--- config.mk ---
export PLATFORM = sky130hd
export DESIGN_NAME = shuffle_solve_ctrl
export DESIGN_NICKNAME = d
export VERILOG_FILES = /design/src/rtl/shuffle_pkg.sv /design/src/rtl/shuffle_solve_ctrl_rise_detect.sv /design/src/rtl/shuffle_solve_ctrl.sv
export SDC_FILE = /design/constraint.sdc
export NUM_CORES = 1
export LEC_CHECK = 0
export ABC_AREA = 0
export BUFFER_PORTS_ARGS = -buffer_cell sky130_fd_sc_hd__buf_4
export CORE_ASPECT_RATIO = 0.8
export CORE_MARGIN = 1.5
export CORE_UTILIZATION = 55
export CTS_CLUSTER_DIAMETER = 150
export DETAILED_ROUTE_END_ITERATION = 10
export PLACE_DENSITY_LB_ADDON = 0.2
export SLEW_MARGIN = 30
export SYNTH_ARGS = -nofsm -noshare
export SYNTH_HDL_FRONTEND = slang
export SYNTH_SLANG_ARGS = --single-unit
export TNS_END_PERCENT = 10
--- constraint.sdc ---
create_clock -name clk -period 1.8 [get_ports clk]
set_input_delay 0.36 -clock clk [delete_from_list [all_inputs] [get_ports clk]]
set_output_delay 0.36 -clock clk [all_outputs]
set_load 0.01 [all_outputs]
--- src/rtl/shuffle_pkg.sv ---
// Shared types and defaults for the shuffle/solve sequencer.
package shuffle_pkg;

    typedef enum logic [2:0] {
        IDLE  = 3'd0,
        REQ   = 3'd1,
        GAP   = 3'd2,
        ARMED = 3'd3,
        SOLVE = 3'd4
    } state_t;

    localparam int unsigned DEF_MOVES = 20;
    localparam int unsigned DEF_GAP   = 4;

    // A zero request selects the default burst length.
    function automatic int unsigned resolve_target(input int unsigned num,
                                                   input int unsigned dflt = DEF_MOVES);
        return (num == 0) ? dflt : num;
    endfunction

endpackage

--- src/rtl/shuffle_solve_ctrl_rise_detect.sv ---
// Registered rising-edge detector: one-cycle pulse the cycle after d goes high.
module rise_detect (
    input  logic clk,
    input  logic rst_n,
    input  logic d,
    output logic rise
);

    logic r_prev;
    logic r_rise;

    always_ff @(posedge clk or negedge rst_n) begin
        if (!rst_n) begin
            r_prev <= 1'b0;
            r_rise <= 1'b0;
        end else begin
            r_prev <= d;
            r_rise <= d & ~r_prev;
        end
    end

    assign rise = r_rise;

endmodule

--- src/rtl/shuffle_solve_ctrl.sv ---
// Turns a scramble press into a burst of handshaked random-move requests,
// then arms the solve phase, gates the buzzer and reports completion.
module shuffle_solve_ctrl
    import shuffle_pkg::*;
#(
    parameter int unsigned MOVE_CNT_W    = 6,
    parameter int unsigned DEFAULT_MOVES = DEF_MOVES,
    parameter int unsigned GAP_CYCLES    = DEF_GAP,
    parameter int unsigned GAP_CNT_W     = 8
) (
    input  logic                  clk,
    input  logic                  rst_n,
    input  logic                  mix_state,
    input  logic                  scramble_btn,
    input  logic [MOVE_CNT_W-1:0] num_moves,
    input  logic                  rand_ack,
    input  logic                  solved,
    output logic                  random_please,
    output logic                  no_buzz,
    output logic                  scramble_busy,
    output logic [MOVE_CNT_W-1:0] move_idx,
    output logic                  solve_done
);

    // A zero gap still leaves one idle cycle between requests.
    localparam logic [GAP_CNT_W-1:0] GAP_LAST =
        GAP_CNT_W'((GAP_CYCLES == 0) ? 0 : GAP_CYCLES - 1);

    state_t                r_state;
    state_t                w_next;
    logic [MOVE_CNT_W-1:0] r_target;
    logic [MOVE_CNT_W-1:0] r_move_idx;
    logic [MOVE_CNT_W-1:0] w_idx_inc;
    logic [GAP_CNT_W-1:0]  r_gap;
    logic                  w_btn_rise;
    logic                  w_solved_rise;
    logic                  w_last_move;
    logic                  w_solve_hit;
    logic                  r_random_please;
    logic                  r_no_buzz;
    logic                  r_busy;
    logic                  r_solve_done;

    rise_detect u_btn_rise (
        .clk   (clk),
        .rst_n (rst_n),
        .d     (scramble_btn),
        .rise  (w_btn_rise)
    );

    rise_detect u_solved_rise (
        .clk   (clk),
        .rst_n (rst_n),
        .d     (solved),
        .rise  (w_solved_rise)
    );

    assign w_idx_inc   = r_move_idx + MOVE_CNT_W'(1);
    assign w_last_move = (w_idx_inc == r_target);

    always_comb begin
        w_next      = r_state;
        w_solve_hit = 1'b0;
        case (r_state)
            IDLE:  if (w_btn_rise && !mix_state) w_next = REQ;
            REQ:   if (rand_ack) w_next = w_last_move ? ARMED : GAP;
            GAP:   if (r_gap == GAP_LAST) w_next = REQ;
            ARMED: if (mix_state) w_next = SOLVE;
            SOLVE: begin
                // A solve in the same cycle as leaving solve mode still counts.
                if (w_solved_rise) begin
                    w_solve_hit = 1'b1;
                    w_next      = IDLE;
                end else if (!mix_state) begin
                    w_next = IDLE;
                end
            end
            default: w_next = IDLE;
        endcase
    end

    always_ff @(posedge clk or negedge rst_n) begin
        if (!rst_n) begin
            r_state         <= IDLE;
            r_target        <= '0;
            r_move_idx      <= '0;
            r_gap           <= '0;
            r_random_please <= 1'b0;
            r_no_buzz       <= 1'b1;
            r_busy          <= 1'b0;
            r_solve_done    <= 1'b0;
        end else begin
            r_state <= w_next;
            if (r_state == IDLE && w_next == REQ) begin
                r_target   <= MOVE_CNT_W'(resolve_target(32'(num_moves), DEFAULT_MOVES));
                r_move_idx <= '0;
            end else if (r_state == REQ && rand_ack) begin
                r_move_idx <= w_idx_inc;
            end
            r_gap           <= (r_state == GAP) ? r_gap + GAP_CNT_W'(1) : '0;
            // Outputs are decoded from the next state so they are registered.
            r_random_please <= (w_next == REQ);
            r_busy          <= (w_next == REQ) || (w_next == GAP);
            r_no_buzz       <= (w_next != SOLVE);
            r_solve_done    <= w_solve_hit;
        end
    end

    assign random_please = r_random_please;
    assign no_buzz       = r_no_buzz;
    assign scramble_busy = r_busy;
    assign move_idx      = r_move_idx;
    assign solve_done    = r_solve_done;

endmodule

==> flow_summary.json <==
{
  "area_delta_synth_final_pct": 18.4,
  "cts_root_buf": "clkbuf_4",
  "status": "finished, final reports clean",
  "hold_violations": 0,
  "worst_pin_slew_ns": 0.379,
  "crit_top_cell": "xor2_1",
  "cp_max_fo": 6,
  "postRouteAntennaNets": 0,
  "synth_cell_types": 36,
  "cts_made_buffers": 5,
  "cellPowerDensity_nw_per_um2": 1180,
  "reg2regPathDepth": 6,
  "slew_viol_final": 0,
  "clk_latency_ns": 0.33,
  "drc": 0,
  "synth_seq_cells": 31,
  "rr_endpoint": "scramble_busy$_DFF_PN0_",
  "setup_viol_count_final": 0,
  "path_clk_slew_ns": 0.09,
  "cts_tree": "built",
  "syn-num-nets": 147,
  "slew-limit-headroom_pct": 74.7,
  "clk_path_buf_depth": 2,
  "tns_ns": 0,
  "synth_edf_count": 0,
  "grt_pass1_wl_mm": 4.59,
  "worst_r2r_startpoint": "move_idx[1]$_DFFE_PN0P_",
  "final_nets": 176,
  "start_util_pct": 58.5,
  "syn_area_um2": 1450,
  "drive_above_1_share_pct": 22.7,
  "synthArstFlopShare_pct": 100,
  "fin_skew_ns": 0.0124,
  "drt_iter0_drc": 41,
  "cp_top_family": "flip-flops",
  "multi_input_area_um2": 648,
  "dr.pass1.iters": 4,
  "ys_seq_area_share_pct": 53.5,
  "regArea_um2": 777,
  "grt_use_total_pct": 21.2,
  "holdPathStages": 1,
  "gp_congestion": 0.853,
  "min_path_type": "input pin to register",
  "cts_setup_buffers": 0,
  "ir_worst_vdd_v": 0.000689,
  "die_y_um": 49.0,
  "num_antenna_cells": 0,
  "cp_slowest_stage_delay_ns": 0.45,
  "rrSetupSlack_ns": 0.12,
  "routedWlPerCell_um": 13.5,
  "die_x_um": 60.5,
  "row_count": 16,
  "final_common_cell": "dfrtp_1",
  "dieArea_um2": 2960,
  "cp_cell_sequence": "ha_1 -> xor2_1 -> nor2_1 -> o2111ai_1 -> o221ai_2 -> xor2_1",
  "cp-start-kind": "register",
  "fmax_mhz": 595,
  "cp.required_ns": 2.06,
  "overflow": 0,
  "io_buffers": 21,
  "end_kind": "register",
  "hpwl_mm": 1.92,
  "critPathKind": "register to register",
  "maxCapViolCount": 0,
  "holdWs_ns": 0.144,
  "period_share_pct": 93.4,
  "avgSynthCellArea_um2": 10.9,
  "io_pins": 22,
  "setup.worst_path.start": "move_idx[1]$_DFFE_PN0P_",
  "dr_total_vias": 1084,
  "via_per_inst": 5.45,
  "synth-warning-count": 0,
  "cpMaxStageDelayCell": "dfrtp_1",
  "final_cell_mix": "30 x dfrtp_1, 24 x buf_4, 19 x nor2_1",
  "crit_buf_inv": 0,
  "wl_mm": 2.68,
  "fillers": 218,
  "crit_cells": 6,
  "grt_max_degree": 32,
  "leakage_nw": 0.809,
  "cp-endpoint": "scramble_busy$_DFF_PN0_",
  "arrival_ns": 1.94,
  "antenna_found_initial": 0,
  "post_synth_inst_count": 133,
  "fin_crit_ns": 1.68,
  "h-tree-depth": 2,
  "fin_util_pct": 69.3,
  "core_um2": 2480,
  "cts.sinks": 31,
  "grt_pass1_vias": 1048,
  "ys_dominant_reg_cell": "dfrtp_1"
}
state kept, by name, summed over array words and instances, names as in the netlist:
| name | flops |
|---|---|
| u_btn_rise.rise | 1 |
| r_gap | 8 |
| r_target | 6 |
| move_idx | 6 |
| scramble_busy | 1 |
| u_solved_rise.rise | 1 |
| r_state | 3 |
| u_btn_rise.r_prev | 1 |
| u_solved_rise.r_prev | 1 |
| random_please | 1 |
| solve_done | 1 |
| no_buzz | 1 |
logic make-up after synthesis:
logic type / Yosys count / synth area share [%]
and+or+nand+nor: 57 / 20.7
DFF: 31 / 53.5
xor gates and xnor gates: 18 / 10.9
AOI/OAI and AO/OA: 14 / 7.15
buffers and inverters: 6 / 2.33
muxes: 5 / 3.79
adders and majority gates: 2 / 1.72
metrics by stage:
step	instance area, um2	total power [mW]	std cells	worst slack [ns]
after detailed placement	1660	1.65	190	0.132
after global routing	1720	2.18	199	-0.0211
after floorplan	1450	1.42	133	0.194
final	1720	2.03	199	0.118
after CTS	1710	2.03	199	0.106
after global placement	1660	1.61	190	0.233
final cells by class:
type	count	share of cell area, %
multi-input combinational	96	37.7
tap	36	2.62
inverter	3	0.655
sequential	31	45.2
clock buffer	8	2.84
timing repair buffer	25	11.1
synth_stat cells, types with 2 or more instances:
cell	count	area share, %
o22a_1	2	1.2
o31ai_1	2	1.0
nor3b_1	2	1.0
nand2_1	5	1.3
a21oi_1	2	0.69
or2b_1	2	1.0
and3_1	6	2.6
and2_1	2	0.86
nand3_1	9	3.1
o22ai_1	2	0.86
nor2_1	19	4.9
dfrtp_1	30	52
nor2b_1	5	2.2
xnor2_1	5	3.0
xor2_1	13	7.8
ha_1	2	1.7
inv_1	3	0.78
mux2_2	4	3.1
what timing repair did:
item	CTS	global route
hold buffers	1	0
setup endpoints to repair	0	1
hold endpoints to repair	30	0
gates resized for setup	0	1
where the power goes:
group	internal (mW)	switching, mW	total, mW
logic	0.330	0.316	0.647
registers	0.849	0.152	1.00
clock network	0.155	0.226	0.381
total	1.34	0.694	2.03
worst min-delay path by stage:
stage	to	slack, ns	startpoint
after floorplan	move_idx[0]$_DFFE_PN0P_	0.06	rst_n
after global placement	move_idx[4]$_DFFE_PN0P_	0.31	rst_n
after detailed placement	move_idx[2]$_DFFE_PN0P_	0.31	rst_n
after CTS	u_btn_rise.r_prev$_DFF_PN0_	0.13	scramble_btn
after global routing	u_btn_rise.r_prev$_DFF_PN0_	0.13	scramble_btn
final	u_btn_rise.r_prev$_DFF_PN0_	0.14	scramble_btn
per-layer routing:
layer / wire (um) / vias to the layer above / GRT usage (%) / share of wire (%)
li1: - / 519 / - / -
met1: 1340 / 534 / 29.8 / 50
met2: 1160 / 24 / 30.3 / 43
met3: 130 / 7 / 6.37 / 4.8
met4: 48 / 0 / 9.06 / 1.8
met5: 0 / - / 0 / 0
Power figures use the tool's default switching activity.
